File: src/rtl/gcd_lcm_coproc_if.sv
// Coprocessor port bundle for gcd_lcm_coproc.
// Master side issues Start/operands, slave side returns status/result.
interface gcd_lcm_coproc_if #(
  parameter int WIDTH = 32
);
  logic             Start;
  logic             Mode;
  logic [WIDTH-1:0] OperandA;
  logic [WIDTH-1:0] OperandB;
  logic             Busy;
  logic             Done;
  logic [WIDTH-1:0] ReadData;
  logic             Overflow;

  modport master (
    output Start, Mode, OperandA, OperandB,
    input  Busy, Done, ReadData, Overflow
  );

  modport slave (
    input  Start, Mode, OperandA, OperandB,
    output Busy, Done, ReadData, Overflow
  );
endinterface

File: src/rtl/gcd_lcm_coproc.sv
// Binary-GCD coprocessor; LCM path (DIV/MUL/Overflow) when
// COPROC_LCM_EN is defined.
module gcd_lcm_coproc #(
  parameter int WIDTH = 32
) (
  input logic            clk,
  input logic            reset_n,
  gcd_lcm_coproc_if.slave bus
);
  localparam int KW = $clog2(WIDTH);

  typedef enum logic [2:0] {
    IDLE, SHIFT, REDUCE, DIV, MUL, DONE
  } state_t;

  state_t           state, state_n;
  logic [WIDTH-1:0] a, a_n;
  logic [WIDTH-1:0] b, b_n;
  logic [KW-1:0]    k, k_n;
  logic [WIDTH-1:0] res, res_n;
  logic [WIDTH-1:0] gval;
  logic             accept;
  logic             zero_op;

`ifdef COPROC_LCM_EN
  logic               mode;
  logic               ovf, ovf_n;
  logic [WIDTH-1:0]   opa, opb;
  logic [WIDTH-1:0]   g, g_n;
  logic [WIDTH-1:0]   rem, rem_n;
  logic [WIDTH-1:0]   quo, quo_n;
  logic [2*WIDTH-1:0] prod, prod_n;
  logic [KW-1:0]      cnt, cnt_n;
  logic [WIDTH:0]     rs;
  logic [WIDTH:0]     diff;
  logic [WIDTH:0]     sum;
  localparam logic [KW-1:0] LAST = KW'(WIDTH - 1);
`endif

  assign accept  = bus.Start &&
                   (state == IDLE || state == DONE);
  assign zero_op = (bus.OperandA == '0) ||
                   (bus.OperandB == '0);
  assign gval    = a << k;

  assign bus.Busy     = (state == SHIFT) ||
                        (state == REDUCE) ||
                        (state == DIV) ||
                        (state == MUL);
  assign bus.Done     = (state == DONE);
  assign bus.ReadData = res;
`ifdef COPROC_LCM_EN
  assign bus.Overflow = ovf;
`else
  assign bus.Overflow = 1'b0;
`endif

  always_comb begin
    state_n = state;
    a_n     = a;
    b_n     = b;
    k_n     = k;
    res_n   = res;
`ifdef COPROC_LCM_EN
    ovf_n   = ovf;
    g_n     = g;
    rem_n   = rem;
    quo_n   = quo;
    prod_n  = prod;
    cnt_n   = cnt;
    rs      = '0;
    diff    = '0;
    sum     = '0;
`endif
    unique case (state)
      IDLE, DONE: begin
        if (state == DONE) state_n = IDLE;
        if (accept) begin
          a_n = bus.OperandA;
          b_n = bus.OperandB;
          k_n = '0;
          if (zero_op) begin
            state_n = DONE;
            res_n   = bus.OperandA | bus.OperandB;
`ifdef COPROC_LCM_EN
            ovf_n   = 1'b0;
            if (bus.Mode) res_n = '0;
`endif
          end else begin
            state_n = SHIFT;
          end
        end
      end
      SHIFT: begin
        if (!a[0] && !b[0]) begin
          a_n = a >> 1;
          b_n = b >> 1;
          k_n = k + 1'b1;
        end else begin
          state_n = REDUCE;
        end
      end
      REDUCE: begin
        if (b == '0) begin
          state_n = DONE;
          res_n   = gval;
`ifdef COPROC_LCM_EN
          ovf_n   = 1'b0;
          // LCM: keep old result visible until MUL ends
          if (mode) begin
            state_n = DIV;
            res_n   = res;
            ovf_n   = ovf;
            g_n     = gval;
            rem_n   = '0;
            quo_n   = opa;
            cnt_n   = '0;
          end
`endif
        end else if (!a[0]) begin
          a_n = a >> 1;
        end else if (!b[0]) begin
          b_n = b >> 1;
        end else if (a > b) begin
          a_n = (a - b) >> 1;
        end else begin
          b_n = (b - a) >> 1;
        end
      end
`ifdef COPROC_LCM_EN
      DIV: begin
        rs   = {rem, quo[WIDTH-1]};
        diff = rs - {1'b0, g};
        if (rs >= {1'b0, g}) begin
          rem_n = diff[WIDTH-1:0];
          quo_n = {quo[WIDTH-2:0], 1'b1};
        end else begin
          rem_n = rs[WIDTH-1:0];
          quo_n = {quo[WIDTH-2:0], 1'b0};
        end
        cnt_n = cnt + 1'b1;
        if (cnt == LAST) begin
          state_n = MUL;
          cnt_n   = '0;
          prod_n  = {{WIDTH{1'b0}}, opb};
        end
      end
      MUL: begin
        // multiplier sits in prod low half, shifts out
        sum = {1'b0, prod[2*WIDTH-1:WIDTH]} +
              (prod[0] ? {1'b0, quo} : '0);
        prod_n = {sum, prod[WIDTH-1:1]};
        cnt_n  = cnt + 1'b1;
        if (cnt == LAST) begin
          state_n = DONE;
          res_n   = prod_n[WIDTH-1:0];
          ovf_n   = |prod_n[2*WIDTH-1:WIDTH];
        end
      end
`endif
      default: state_n = IDLE;
    endcase
  end

  always_ff @(posedge clk or negedge reset_n) begin
    if (!reset_n) begin
      state <= IDLE;
      a     <= '0;
      b     <= '0;
      k     <= '0;
      res   <= '0;
    end else begin
      state <= state_n;
      a     <= a_n;
      b     <= b_n;
      k     <= k_n;
      res   <= res_n;
    end
  end

`ifdef COPROC_LCM_EN
  always_ff @(posedge clk or negedge reset_n) begin
    if (!reset_n) begin
      mode <= 1'b0;
      opa  <= '0;
      opb  <= '0;
      ovf  <= 1'b0;
      g    <= '0;
      rem  <= '0;
      quo  <= '0;
      prod <= '0;
      cnt  <= '0;
    end else begin
      if (accept) begin
        mode <= bus.Mode;
        opa  <= bus.OperandA;
        opb  <= bus.OperandB;
      end
      ovf  <= ovf_n;
      g    <= g_n;
      rem  <= rem_n;
      quo  <= quo_n;
      prod <= prod_n;
      cnt  <= cnt_n;
    end
  end
`endif

endmodule

File: src/flat_wrapper.sv
// flat-port wrapper written by rule: the top's interface ports become plain ports
module gcd_lcm_coproc_flat 
#(
  parameter int WIDTH = 32
)
  (clk, reset_n, bus_Start, bus_Mode, bus_OperandA, bus_OperandB, bus_Busy, bus_Done, bus_ReadData, bus_Overflow);
  gcd_lcm_coproc_if #(.WIDTH(WIDTH)) bus_i ();
  input logic clk;
  input logic reset_n;
  input wire logic [$bits(bus_i.Start)-1:0] bus_Start;
  input wire logic [$bits(bus_i.Mode)-1:0] bus_Mode;
  input wire logic [$bits(bus_i.OperandA)-1:0] bus_OperandA;
  input wire logic [$bits(bus_i.OperandB)-1:0] bus_OperandB;
  output wire logic [$bits(bus_i.Busy)-1:0] bus_Busy;
  output wire logic [$bits(bus_i.Done)-1:0] bus_Done;
  output wire logic [$bits(bus_i.ReadData)-1:0] bus_ReadData;
  output wire logic [$bits(bus_i.Overflow)-1:0] bus_Overflow;
  assign bus_i.Start = bus_Start;
  assign bus_i.Mode = bus_Mode;
  assign bus_i.OperandA = bus_OperandA;
  assign bus_i.OperandB = bus_OperandB;
  assign bus_Busy = bus_i.Busy;
  assign bus_Done = bus_i.Done;
  assign bus_ReadData = bus_i.ReadData;
  assign bus_Overflow = bus_i.Overflow;
  gcd_lcm_coproc #(.WIDTH(WIDTH)) u_core (.clk(clk), .reset_n(reset_n), .bus(bus_i));
endmodule
File: config.mk
export PLATFORM = sky130hd
export DESIGN_NAME = gcd_lcm_coproc_flat
export DESIGN_NICKNAME = d
export VERILOG_FILES = /design/src/rtl/gcd_lcm_coproc_if.sv /design/src/rtl/gcd_lcm_coproc.sv /design/src/flat_wrapper.sv
export SDC_FILE = /design/constraint.sdc
export NUM_CORES = 1
export LEC_CHECK = 0
export ABC_CLOCK_PERIOD_IN_PS = 8700
export CORE_AREA = 2 2 166 168
export DETAILED_ROUTE_END_ITERATION = 6
export DIE_AREA = 0 0 168 170
export DONT_BUFFER_PORTS = 1
export PLACE_DENSITY = 0.62
export SYNTH_ARGS = -nofsm -noshare
export SYNTH_HDL_FRONTEND = slang
export SYNTH_SLANG_ARGS = --single-unit
File: constraint.sdc
create_clock -name clk -period 8.7 [get_ports clk]
set_input_delay 1.305 -clock clk [delete_from_list [all_inputs] [get_ports clk]]
set_output_delay 1.305 -clock clk [all_outputs]
set_load 0.1 [all_outputs]
==> results of run 1 <==
[cells in the final DEF (no fill, tap or decap), drive strengths merged, types with 3 or more instances in the layout]
cell,Yosys,routed
a31oi,16,16
nor4,29,29
a221o,3,3
nand4,23,23
nand3,20,20
o211ai,18,18
and2,8,8
a221oi,5,5
o21ai,103,103
or3,10,10
or2,4,4
clkbuf,44,10
nor2,145,145
mux2i,19,19
o22ai,4,4
o21a,25,25
a22oi,9,9
mux2,16,16
a211oi,18,18
nor3,17,17
a21o,19,19
a21oi,151,151
o21bai,13,13
xor2,19,19
a21boi,3,3
dfrtp,104,104
a41oi,3,3
nand2b,7,7
o31ai,3,3
o221a,4,4
a222oi,48,48
xnor2,36,36
inv,83,86
o22a,5,5
nand2,90,90
mux4,27,27
buf,53,12
nor2b,14,14
ha,65,65
[kinds of logic (layout without fill, tap and decap cells)]
logic type      count (synthesis)  after routing
xor+xnor                       55             55
flops                         104            104
mux                            62             62
compound gates                471            471
other cells                     1              1
simple gates                  379            379
fa+ha+maj                      67             67
buf+inv                       180            111
[per-layer routing]
metal / GRT usage [%] / up-vias / wire, um
met5: 0 / - / 0
met4: 13.3 / 0 / 1910
met3: 3.91 / 95 / 3340
met2: 43.4 / 557 / 17800
met1: 38.1 / 5036 / 17000
li1: - / 4760 / -
[through the flow]
step           worst slack [ns]  area (um2)
2_1_floorplan              5.16       10600
3_3_place_gp               4.62       10700
3_5_place_dp               4.52       10700
4_1_cts                    4.52       11000
5_1_grt                    4.17       11000
6_report                   4.51       11000
[sequential cells by signal, summed over array words and instances, names as in the netlist]
register / flops
u_core.k: 5
u_core.a: 32
u_core.b: 32
u_core.state: 3
u_core.bus.ReadData: 32
[area by class of cell]
| type | instances | area share (%) |
|---|---|---|
| inverters | 83 | 2.83 |
| repair buffers | 12 | 0.820 |
| clock inverters | 6 | 0.478 |
| clock buffers | 10 | 2.08 |
| multi-input cells | 1035 | 66.2 |
| flip-flops and latches | 104 | 23.7 |
| well taps | 341 | 3.88 |
[worst paths after layout]
check,cells after the start,slack [ns],to
worst max-delay path,11,4.51,u_core.b[29]
worst min-delay path,2,0.61,u_core.b[23]
worst max register to register,11,4.51,u_core.b[29]
worst min register to register,2,0.61,u_core.b[23]
max in group asynchronous,0,7.90,u_core.k[0]
min in group asynchronous,0,0.63,u_core.b[23]
[critical path, cell delays in order, from the launching register on]
cell	delay, ns
sky130_fd_sc_hd__dfrtp_1	0.49
sky130_fd_sc_hd__inv_1	0.08
sky130_fd_sc_hd__ha_1	0.61
sky130_fd_sc_hd__nand4_2	0.31
sky130_fd_sc_hd__nor4_2	0.54
sky130_fd_sc_hd__nand2_1	0.15
sky130_fd_sc_hd__and3_1	0.22
sky130_fd_sc_hd__a22oi_2	0.44
sky130_fd_sc_hd__nand2_1	0.13
sky130_fd_sc_hd__nand2_2	0.78
sky130_fd_sc_hd__nor2_1	0.08
sky130_fd_sc_hd__a211oi_1	0.24
==> out/qor.json, run 1 <==
{
  "die_width_um": 168,
  "grt_max_degree": 105,
  "cts_made_buffers": 9,
  "globalRouteOverflowTotal": 0,
  "placementRows": 60,
  "synthXorXnorAreaFrac_pct": 4.54,
  "final-setup-viol-count": 0,
  "synth.top_cells.by_count": "148 x sky130_fd_sc_hd__a21oi_1, 144 x sky130_fd_sc_hd__nor2_1, 104 x sky130_fd_sc_hd__dfrtp_1, 97 x sky130_fd_sc_hd__o21ai_0, 90 x sky130_fd_sc_hd__nand2_1",
  "layout.core_utilization_pct": 41.2,
  "synth_sequential_area_ratio_pct": 24.5,
  "numPortBuffers": 0,
  "startpoint_type": "flop",
  "multi_input_area_um2": 7280,
  "hold_wc_path_type": "flop to flop",
  "syn-instance-count": 1319,
  "finalHoldViolations": 0,
  "cts-root-to-sink-buffers": 2,
  "synth_async_sr_flop_share_pct": 100,
  "timing_max_transition_violations_final": 0,
  "floorplan.initialDensity_pct": 39.8,
  "route.antenna.remaining_nets": 0,
  "fraction_of_synthesized_area_in_multiplexers_pct": 9.22,
  "maxClockFrequency_ghz": 0.238,
  "drcViolationCount": 1,
  "timing.clock.skew_ns": 0.0175,
  "tritoncts": "built",
  "cts_num_sinks": 104,
  "yosysWarnings": 0,
  "synth_area_leaders": "sky130_fd_sc_hd__dfrtp_1 25%, sky130_fd_sc_hd__ha_1 7.7%, sky130_fd_sc_hd__a21oi_1 7.0%",
  "compound_cell_area_share_of_the_yosys_netlist_pct": 29.4,
  "total_nets_final": 1380,
  "ctsResizeCount": 0,
  "first_global_vias": 9861,
  "grt_setup_unrepaired": "no",
  "timing.max_slew.rel_slack_pct": 27.0,
  "cp_data_required_time_ns": 8.98,
  "status": "finished with violations",
  "ff_latch_area_um2": 2600,
  "whs_ns": 0.613,
  "largest_family_of_logic_cells_by_synthesized_area": "compound AO/OA/AOI/OAI gates",
  "post_layout_nonfiller_instances": 1591,
  "yosysTopAreaCell": "sky130_fd_sc_hd__dfrtp_1",
  "synth_simple_gate_area_share_pct": 16.9,
  "drt_iter0_drc": 1550,
  "global_route.usage.total_pct": 27.8,
  "worstSkewPairLatency_ns": 0.37,
  "number_of_max_cap_violations": 0,
  "core_um2": 26700,
  "finalWorstPathRequiredPeriod_ns": 4.19,
  "replace_congestion": 0.978,
  "drt_first_pass_iters": 7,
  "synth_fa_ha_area_share_pct": 8.04,
  "crit_type": "flop to flop",
  "synthDominantCellAreaShare_pct": 24.5,
  "cts_post_setup_buffers_inserted": 0,
  "via_count": 10400,
  "growth_of_design_area_from_synthesis_to_finish_pct": 3.57,
  "postCtsHoldBufs": 0,
  "timing.critical_path.from": "u_core.b[26]",
  "num_io_pins": 103,
  "sum_of_routed_wire_length_over_all_layers_mm": 40.0,
  "synth_enable_flop_cells": 0,
  "syn_nets": 1454,
  "layout-drive-gt1-share_pct": 8.64,
  "fin_crit_sh_pct": 48.2,
  "n_fill_cell": 2677,
  "ctsHtreeMaxLevel": 3,
  "worst-endpoint-arrival_ns": 4.48,
  "placedCellCount": 1575,
  "clk_root_buffer_cell": "sky130_fd_sc_hd__clkbuf_16",
  "worstReg2RegStart": "u_core.b[26]",
  "grt_antenna_before_repair": 1,
  "post_synthesis_cell_type_count": 81,
  "count_leader_synth": "sky130_fd_sc_hd__a21oi_1",
  "floorplan.die_area_um2": 28600,
  "synth_area_per_cell_um2": 8.05,
  "wire_length_per_cell_um": 25.1,
  "cts.clk_slew.worst_paths_ns": 0.09,
  "tightestPinTransition_ns": 1.10,
  "antennaDiodeCount": 0,
  "ys_seq_elements": 104,
  "hold_path.startpoint": "u_core.b[23]",
  "wire_length_of_the_first_global_routing_pass_mm": 61.0,
  "routed_via_density": 6.57,
  "synth_area_um2": 10600,
  "synth_flop_cell": "sky130_fd_sc_hd__dfrtp_1",
  "die_height_um": 170,
  "tns_ns": 0,
  "crit_path_end_kind": "flop",
  "dpl.hpwl_mm": 30.6,
  "failed_checks": "DRC",
  "critical_path.max_fanout": 57
}
Power of run 1 is not shown: default switching activity piles up to over one toggle a cycle in this logic, so the estimate is an artifact.
==> run 2, diff against run 1 <==
--- a/config.mk
+++ b/config.mk
@@ -5,12 +5,12 @@
 export SDC_FILE = /design/constraint.sdc
 export NUM_CORES = 1
 export LEC_CHECK = 0
-export ABC_CLOCK_PERIOD_IN_PS = 8700
+export ABC_CLOCK_PERIOD_IN_PS = 3600
 export CORE_AREA = 2 2 166 168
 export DETAILED_ROUTE_END_ITERATION = 6
 export DIE_AREA = 0 0 168 170
 export DONT_BUFFER_PORTS = 1
-export PLACE_DENSITY = 0.62
+export PLACE_DENSITY = 0.64
 export SYNTH_ARGS = -nofsm -noshare
 export SYNTH_HDL_FRONTEND = slang
 export SYNTH_SLANG_ARGS = --single-unit
==> constraint.sdc (replaced) <==
create_clock -name clk -period 3.6 [get_ports clk]
set_input_delay 0.54 -clock clk [delete_from_list [all_inputs] [get_ports clk]]
set_output_delay 0.54 -clock clk [all_outputs]
set_load 0.1 [all_outputs]
==> run 2 against run 1 <==
  * Die area did not move
  * First-iteration DRC count rose by 15%
  * Cell count rose by 4.7%
  * Critical endpoint is now u_core.b[23]
  * Utilization rose by 2.4 points
  * The run now ends clean
  * Via count rose by 3.8%
  * Clock-buffer cell count fell by 1
  * Sequential share of layout area fell by 1.3 points
  * Non-clock buffer count rose by 75
  * Critical path depth rose by 1
  * Flip-flop and latch count did not move
  * Worst hold slack got worse by 0.50 ns
  * Largest cell class unchanged
  * Worst setup slack got worse by 4.3 ns
==> out/qor.json, run 2 (synthesized netlist as in run 1, its figures left out) <==
{
  "cts_post_setup_buffers_inserted": {"value": 0, "change": "unchanged"},
  "routed_via_density": {"value": 6.51, "change": "-0.84%"},
  "crit_type": "flop to flop",
  "worstSkewPairLatency": {"value": 0.37, "unit": "ns", "change": "about the same"},
  "status": "complete, no violations",
  "whs": {"value": 0.117, "unit": "ns", "change": "-0.495 ns"},
  "maxClockFrequency": {"value": 0.297, "unit": "GHz", "change": "+25%"},
  "grt_antenna_before_repair": {"value": 0, "change": "-1"},
  "layout.cells.most_common_list": "148 x sky130_fd_sc_hd__a21oi_1, 140 x sky130_fd_sc_hd__nor2_1, 103 x sky130_fd_sc_hd__dfrtp_1",
  "postLayoutCellArea": {"value": 11600, "unit": "um2", "change": "+5.8%"},
  "cts_num_sinks": {"value": 104, "change": "unchanged"},
  "globalRouteOverflowTotal": {"value": 0, "change": "unchanged"},
  "postPlaceCellArea": {"value": 11300, "unit": "um2", "change": "+5.7%"},
  "sum_of_routed_wire_length_over_all_layers": {"value": 41.2, "unit": "mm", "change": "+2.9%"},
  "antennaDiodeCount": {"value": 0, "change": "unchanged"},
  "die_height": {"value": 170, "unit": "um", "change": "unchanged"},
  "number_of_max_cap_violations": {"value": 0, "change": "unchanged"},
  "critical_path.max_fanout": {"value": 5, "change": "-91%"},
  "dpl.hpwl": {"value": 32.5, "unit": "mm", "change": "+6.4%"},
  "final-setup-viol-count": {"value": 0, "change": "unchanged"},
  "finalWorstPathRequiredPeriod": {"value": 3.37, "unit": "ns", "change": "-0.825 ns"},
  "numPortBuffers": {"value": 0, "change": "unchanged"},
  "crit_path_end_kind": "flop",
  "cts-root-to-sink-buffers": {"value": 2, "change": "unchanged"},
  "via_count": {"value": 10800, "change": "+3.8%"},
  "placementRows": {"value": 60, "change": "unchanged"},
  "mostFrequentLayoutCell": "sky130_fd_sc_hd__a21oi_1",
  "layout-drive-gt1-share": {"value": 13.9, "unit": "%", "change": "+5.2 points"},
  "tritoncts": "built",
  "timing.clock.skew": {"value": 0.0180, "unit": "ns", "change": "+0.000559 ns"},
  "core": {"value": 26700, "unit": "um2", "change": "unchanged"},
  "layout.core_utilization": {"value": 43.6, "unit": "%", "change": "+2.4 points"},
  "ctsHtreeMaxLevel": {"value": 3, "change": "unchanged"},
  "wire_length_per_cell": {"value": 24.7, "unit": "um", "change": "-1.7%"},
  "cp_data_required_time": {"value": 3.85, "unit": "ns", "change": "-5.13 ns"},
  "fin_crit_sh": {"value": 93.6, "unit": "%", "change": "+45 points"},
  "worst-endpoint-arrival": {"value": 3.62, "unit": "ns", "change": "-0.86 ns"},
  "cts_made_buffers": {"value": 9, "change": "unchanged"},
  "growth_of_design_area_from_synthesis_to_finish_pct": 9.57,
  "cts.clk_slew.worst_paths": {"value": 0.09, "unit": "ns", "change": "about the same"},
  "clk_root_buffer_cell": "sky130_fd_sc_hd__clkbuf_16",
  "route.antenna.remaining_nets": {"value": 0, "change": "unchanged"},
  "startpoint_type": "flop",
  "timing_max_transition_violations_final": {"value": 0, "change": "unchanged"},
  "first_global_vias": {"value": 9986, "change": "+1.3%"},
  "floorplan.initialDensity": {"value": 39.8, "unit": "%", "change": "unchanged"},
  "replace_congestion": {"value": 1.03, "change": "+5.4%"},
  "global_route.usage.total": {"value": 28.7, "unit": "%", "change": "+0.89 points"},
  "tns": {"value": 0, "unit": "ns", "change": "unchanged"},
  "floorplan.die_area": {"value": 28600, "unit": "um2", "change": "unchanged"},
  "drt_first_pass_iters": {"value": 7, "change": "unchanged"},
  "total_nets_final": {"value": 1455, "change": "+5.4%"},
  "n_fill_cell": {"value": 2637, "change": "-1.5%"},
  "num_io_pins": {"value": 103, "change": "unchanged"},
  "die_width": {"value": 168, "unit": "um", "change": "unchanged"},
  "wire_length_of_the_first_global_routing_pass": {"value": 62.2, "unit": "mm", "change": "+1.9%"},
  "grt_setup_unrepaired": "no",
  "hold_wc_path_type": "input port to async pin",
  "finalHoldViolations": {"value": 0, "change": "unchanged"},
  "timing.max_slew.rel_slack": {"value": 27.5, "unit": "%", "change": "+0.55 points"},
  "drt_iter0_drc": {"value": 1778, "change": "+15%"},
  "tightestPinTransition": {"value": 1.09, "unit": "ns", "change": "-0.00943 ns"},
  "drcViolationCount": {"value": 0, "change": "-1"},
  "grt_max_degree": {"value": 105, "change": "unchanged"}
}
## run 2: changes by cell type in the layout (fill, tap and decap cells not counted)
cell | before | now
sky130_fd_sc_hd__buf_12 | 0 | 4
sky130_fd_sc_hd__buf_16 | 0 | 1
sky130_fd_sc_hd__buf_4 | 12 | 82
sky130_fd_sc_hd__clkbuf_1 | 1 | 0
sky130_fd_sc_hd__clkinv_2 | 0 | 1
sky130_fd_sc_hd__clkinv_4 | 1 | 0
sky130_fd_sc_hd__inv_8 | 1 | 2
## run 2: cell type report
type / count / area (um2) / area share (%)
Clock buffer: 9 / 225 / 1.94
Clock inverter: 7 / 60.1 / 0.517
Inverter: 83 / 312 / 2.68
Multi-Input combinational cell: 1035 / 7280 / 62.6
Sequential cell: 104 / 2600 / 22.4
Tap cell: 341 / 427 / 3.67
Timing Repair Buffer: 87 / 723 / 6.22
## run 2: timing repair
action,CTS,global route
resized for setup,0,0
endpoints found under the hold margin,104,0
hold buffers,1,0
## run 2: critical path, stage by stage, from the launching register on
cell and delay [ns]:
sky130_fd_sc_hd__dfrtp_1 0.41, sky130_fd_sc_hd__inv_1 0.17, sky130_fd_sc_hd__ha_1 0.24, sky130_fd_sc_hd__fa_1 0.26
sky130_fd_sc_hd__nor2b_1 0.07, sky130_fd_sc_hd__o21ai_1 0.19, sky130_fd_sc_hd__a21boi_1 0.17, sky130_fd_sc_hd__o41a_1 0.47
sky130_fd_sc_hd__a211oi_2 0.45, sky130_fd_sc_hd__o21ai_0 0.21, sky130_fd_sc_hd__xnor2_1 0.16, sky130_fd_sc_hd__a222oi_1 0.32
sky130_fd_sc_hd__a21oi_1 0.12
## run 2: per-layer routing
metal	GRT usage [%]	wire length, um
met1	39.3	17200
met5	0	0
met3	5.35	4090
met2	43.6	17900
met4	14.2	1990
## run 2: worst paths after layout
path	from	endpoint	slack, ns	depth (start not counted)
max	u_core.b[0]	u_core.b[23]	0.23	12
min	reset_n	u_core.bus.ReadData[1]	0.12	1
min reg2reg	u_core.a[31]	u_core.a[31]	0.60	2
min in group clk	bus_OperandA[31]	u_core.a[31]	0.32	2
max in group asynchronous	reset_n	u_core.k[0]	3.07	1
max reg2reg	u_core.b[0]	u_core.b[23]	0.23	12
## run 2: metrics by stage
step | instances | setup WS, ns
after floorplan | 1319 | 0.531
after global placement | 1649 | 0.355
after detailed placement | 1649 | 0.275
after CTS | 1666 | 0.262
after global routing | 1666 | 0.0343
final | 1666 | 0.231
Power of run 2 is left out for the same reason.
==> run 3, diff against run 2 <==
--- a/config.mk
+++ b/config.mk
@@ -10,6 +10,8 @@
 export DETAILED_ROUTE_END_ITERATION = 6
 export DIE_AREA = 0 0 168 170
 export DONT_BUFFER_PORTS = 1
+export GPL_TIMING_DRIVEN = 0
+export MAX_ROUTING_LAYER = met4
 export PLACE_DENSITY = 0.64
 export SYNTH_ARGS = -nofsm -noshare
 export SYNTH_HDL_FRONTEND = slang
==> run 3 against run 2 <==
  * Non-clock buffer count increased by 16
  * Final area is 1.2% lower
  * Clock skew shrank 0.0031 ns
  * Utilization decreased by 0.51 points
  * Flip-flop and latch count stayed put
==> out/qor.json, run 3 (synthesized netlist as in run 1, its figures left out) <==
{
  "n_fill_cell": {"value": 2736, "change": "+3.8%"},
  "cts_made_buffers": {"value": 9, "change": "unchanged"},
  "final-setup-viol-count": {"value": 0, "change": "unchanged"},
  "layout-drive-gt1-share": {"value": 11.3, "unit": "%", "change": "-2.6 points"},
  "drt_first_pass_iters": {"value": 6, "change": "-1"},
  "multi_input_area": {"value": 7320, "unit": "um2", "change": "+0.53%"},
  "mostFrequentLayoutCell": "sky130_fd_sc_hd__a21oi_1",
  "maxClockFrequency": {"value": 0.290, "unit": "GHz", "change": "-2.2%"},
  "number_of_max_cap_violations": {"value": 0, "change": "unchanged"},
  "tightestPinTransition": {"value": 1.21, "unit": "ns", "change": "+0.125 ns"},
  "via_count": {"value": 11000, "change": "+1.1%"},
  "worst-endpoint-arrival": {"value": 3.73, "unit": "ns", "change": "+0.11 ns"},
  "tritoncts": "built",
  "ff_latch_area": {"value": 2610, "unit": "um2", "change": "about the same"},
  "placementRows": {"value": 60, "change": "unchanged"},
  "wire_length_of_the_first_global_routing_pass": {"value": 66.7, "unit": "mm", "change": "+7.2%"},
  "finalWorstPathRequiredPeriod": {"value": 3.44, "unit": "ns", "change": "+0.0751 ns"},
  "hold_wc_path_type": "input port to async pin",
  "drcViolationCount": {"value": 0, "change": "unchanged"},
  "replace_congestion": {"value": 0.992, "change": "-3.7%"},
  "floorplan.die_area": {"value": 28600, "unit": "um2", "change": "unchanged"},
  "cts.clk_slew.worst_paths": {"value": 0.09, "unit": "ns", "change": "about the same"},
  "crit_path_end_kind": "flop",
  "die_height": {"value": 170, "unit": "um", "change": "unchanged"},
  "globalRouteOverflowTotal": {"value": 0, "change": "unchanged"},
  "startpoint_type": "flop",
  "cts_num_sinks": {"value": 104, "change": "unchanged"},
  "timing.clock.skew": {"value": 0.0149, "unit": "ns", "change": "-0.00312 ns"},
  "grt_setup_unrepaired": "yes",
  "growth_of_design_area_from_synthesis_to_finish_pct": 8.29,
  "postPlaceCellArea": {"value": 11000, "unit": "um2", "change": "-2.4%"},
  "num_io_pins": {"value": 103, "change": "unchanged"},
  "routed_via_density": {"value": 6.52, "change": "about the same"},
  "layout.cells.most_common_list": "147 x sky130_fd_sc_hd__a21oi_1, 142 x sky130_fd_sc_hd__nor2_1, 101 x sky130_fd_sc_hd__dfrtp_1",
  "core": {"value": 26700, "unit": "um2", "change": "unchanged"},
  "global_route.usage.total": {"value": 32.0, "unit": "%", "change": "+3.3 points"},
  "first_global_vias": {"value": 10600, "change": "+6.4%"},
  "grt_antenna_before_repair": {"value": 1, "change": "+1"},
  "timing_max_transition_violations_final": {"value": 0, "change": "unchanged"},
  "worstSkewPairLatency": {"value": 0.37, "unit": "ns", "change": "about the same"},
  "route.antenna.remaining_nets": {"value": 0, "change": "unchanged"},
  "status": "complete, no violations",
  "critical_path.max_fanout": {"value": 8, "change": "+3"},
  "die_width": {"value": 168, "unit": "um", "change": "unchanged"},
  "postLayoutCellArea": {"value": 11500, "unit": "um2", "change": "-1.2%"},
  "drt_iter0_drc": {"value": 1505, "change": "-15%"},
  "finalHoldViolations": {"value": 0, "change": "unchanged"},
  "wire_length_per_cell": {"value": 26.3, "unit": "um", "change": "+6.4%"},
  "ctsHtreeMaxLevel": {"value": 3, "change": "unchanged"},
  "dpl.hpwl": {"value": 35.9, "unit": "mm", "change": "+10%"},
  "numPortBuffers": {"value": 0, "change": "unchanged"},
  "clk_root_buffer_cell": "sky130_fd_sc_hd__clkbuf_16",
  "layout.core_utilization": {"value": 43.1, "unit": "%", "change": "-0.51 points"},
  "fin_crit_sh": {"value": 95.7, "unit": "%", "change": "+2.1 points"},
  "crit_type": "flop to flop",
  "total_nets_final": {"value": 1471, "change": "+1.1%"},
  "timing.max_slew.rel_slack": {"value": 18.9, "unit": "%", "change": "-8.6 points"},
  "cts-root-to-sink-buffers": {"value": 2, "change": "unchanged"},
  "floorplan.initialDensity": {"value": 39.8, "unit": "%", "change": "unchanged"},
  "grt_max_degree": {"value": 105, "change": "unchanged"},
  "cp_data_required_time": {"value": 3.89, "unit": "ns", "change": "+0.04 ns"},
  "sum_of_routed_wire_length_over_all_layers": {"value": 44.2, "unit": "mm", "change": "+7.4%"}
}
-- run 3: cell count changes in the layout (fill, tap and decap cells not counted), moves of 4 or more --
cell | before | now
sky130_fd_sc_hd__clkbuf_2 | 0 | 4
sky130_fd_sc_hd__buf_2 | 0 | 29
sky130_fd_sc_hd__buf_1 | 0 | 8
sky130_fd_sc_hd__buf_6 | 0 | 4
sky130_fd_sc_hd__buf_4 | 82 | 16
sky130_fd_sc_hd__buf_12 | 4 | 0
sky130_fd_sc_hd__clkbuf_1 | 0 | 42
-- run 3: what timing repair did --
action                                  in CTS  in global routing
endpoints found under the hold margin      104                  0
pin swaps                                    1                  0
resized for setup                            6                 18
buffers inserted                             2                  3
hold buffers                                 1                  0
endpoints found under the setup margin      54                 85
-- run 3: area by class of cell --
cell class / instances / area share [%]
diodes: 1 / 0.0218
plain buffers: 97 / 4.15
clock buffers: 10 / 1.99
clock inverters: 6 / 0.501
inverters: 83 / 2.71
multi-input cells: 1035 / 63.7
flip-flops and latches: 104 / 22.7
well taps: 341 / 3.71
repair buffers: 6 / 0.566
-- run 3: critical path, stage by stage, from the launching register on --
cell and delay (ns):
sky130_fd_sc_hd__dfrtp_1 0.55, sky130_fd_sc_hd__inv_1 0.08, sky130_fd_sc_hd__ha_1 0.28, sky130_fd_sc_hd__buf_2 0.18
sky130_fd_sc_hd__o21a_1 0.14, sky130_fd_sc_hd__o31a_1 0.23, sky130_fd_sc_hd__o21ai_1 0.19, sky130_fd_sc_hd__o21ai_1 0.40
sky130_fd_sc_hd__a211oi_2 0.21, sky130_fd_sc_hd__o21a_1 0.27, sky130_fd_sc_hd__o31ai_1 0.31, sky130_fd_sc_hd__mux2_2 0.38
sky130_fd_sc_hd__a21oi_1 0.15
-- run 3: path summary, 6_finish.rpt --
| path | slack [ns] | cells after the start | startpoint | end |
|---|---|---|---|---|
| worst max-delay path | 0.16 | 12 | u_core.b[3] | u_core.b[30] |
| max in group asynchronous | 3.08 | 1 | reset_n | u_core.b[0] |
| min in group clk | 0.33 | 2 | bus_OperandB[31] | u_core.b[31] |
| worst min-delay path | 0.12 | 1 | reset_n | u_core.a[9] |
| worst min register to register | 0.61 | 2 | u_core.b[23] | u_core.b[23] |
| worst max register to register | 0.16 | 12 | u_core.b[3] | u_core.b[30] |
-- run 3: metrics by stage --
| stage | setup slack, ns | std cells | hold WS, ns | TNS (ns) |
|---|---|---|---|---|
| finish | 0.156 | 1683 | 0.116 | 0 |
| detailed placement | -0.466 | 1660 | 0.247 | -14.62 |
| floorplan | 0.531 | 1319 | 0.244 | 0 |
| CTS | 0.00238 | 1679 | 0.130 | 0 |
| global route | -0.00476 | 1683 | 0.156 | -0.00476 |
| global placement | -0.469 | 1660 | 0.246 | -12.79 |
-- run 3: per-layer routing --
layer	vias up	share of wire (%)	global-route usage (%)
met5	-	0	-
met4	0	5.3	14.5
met3	122	8.5	4.95
met2	600	46	51.8
met1	5298	40	39.6
li1	4948	-	-
Power of run 3 is left out for the same reason.
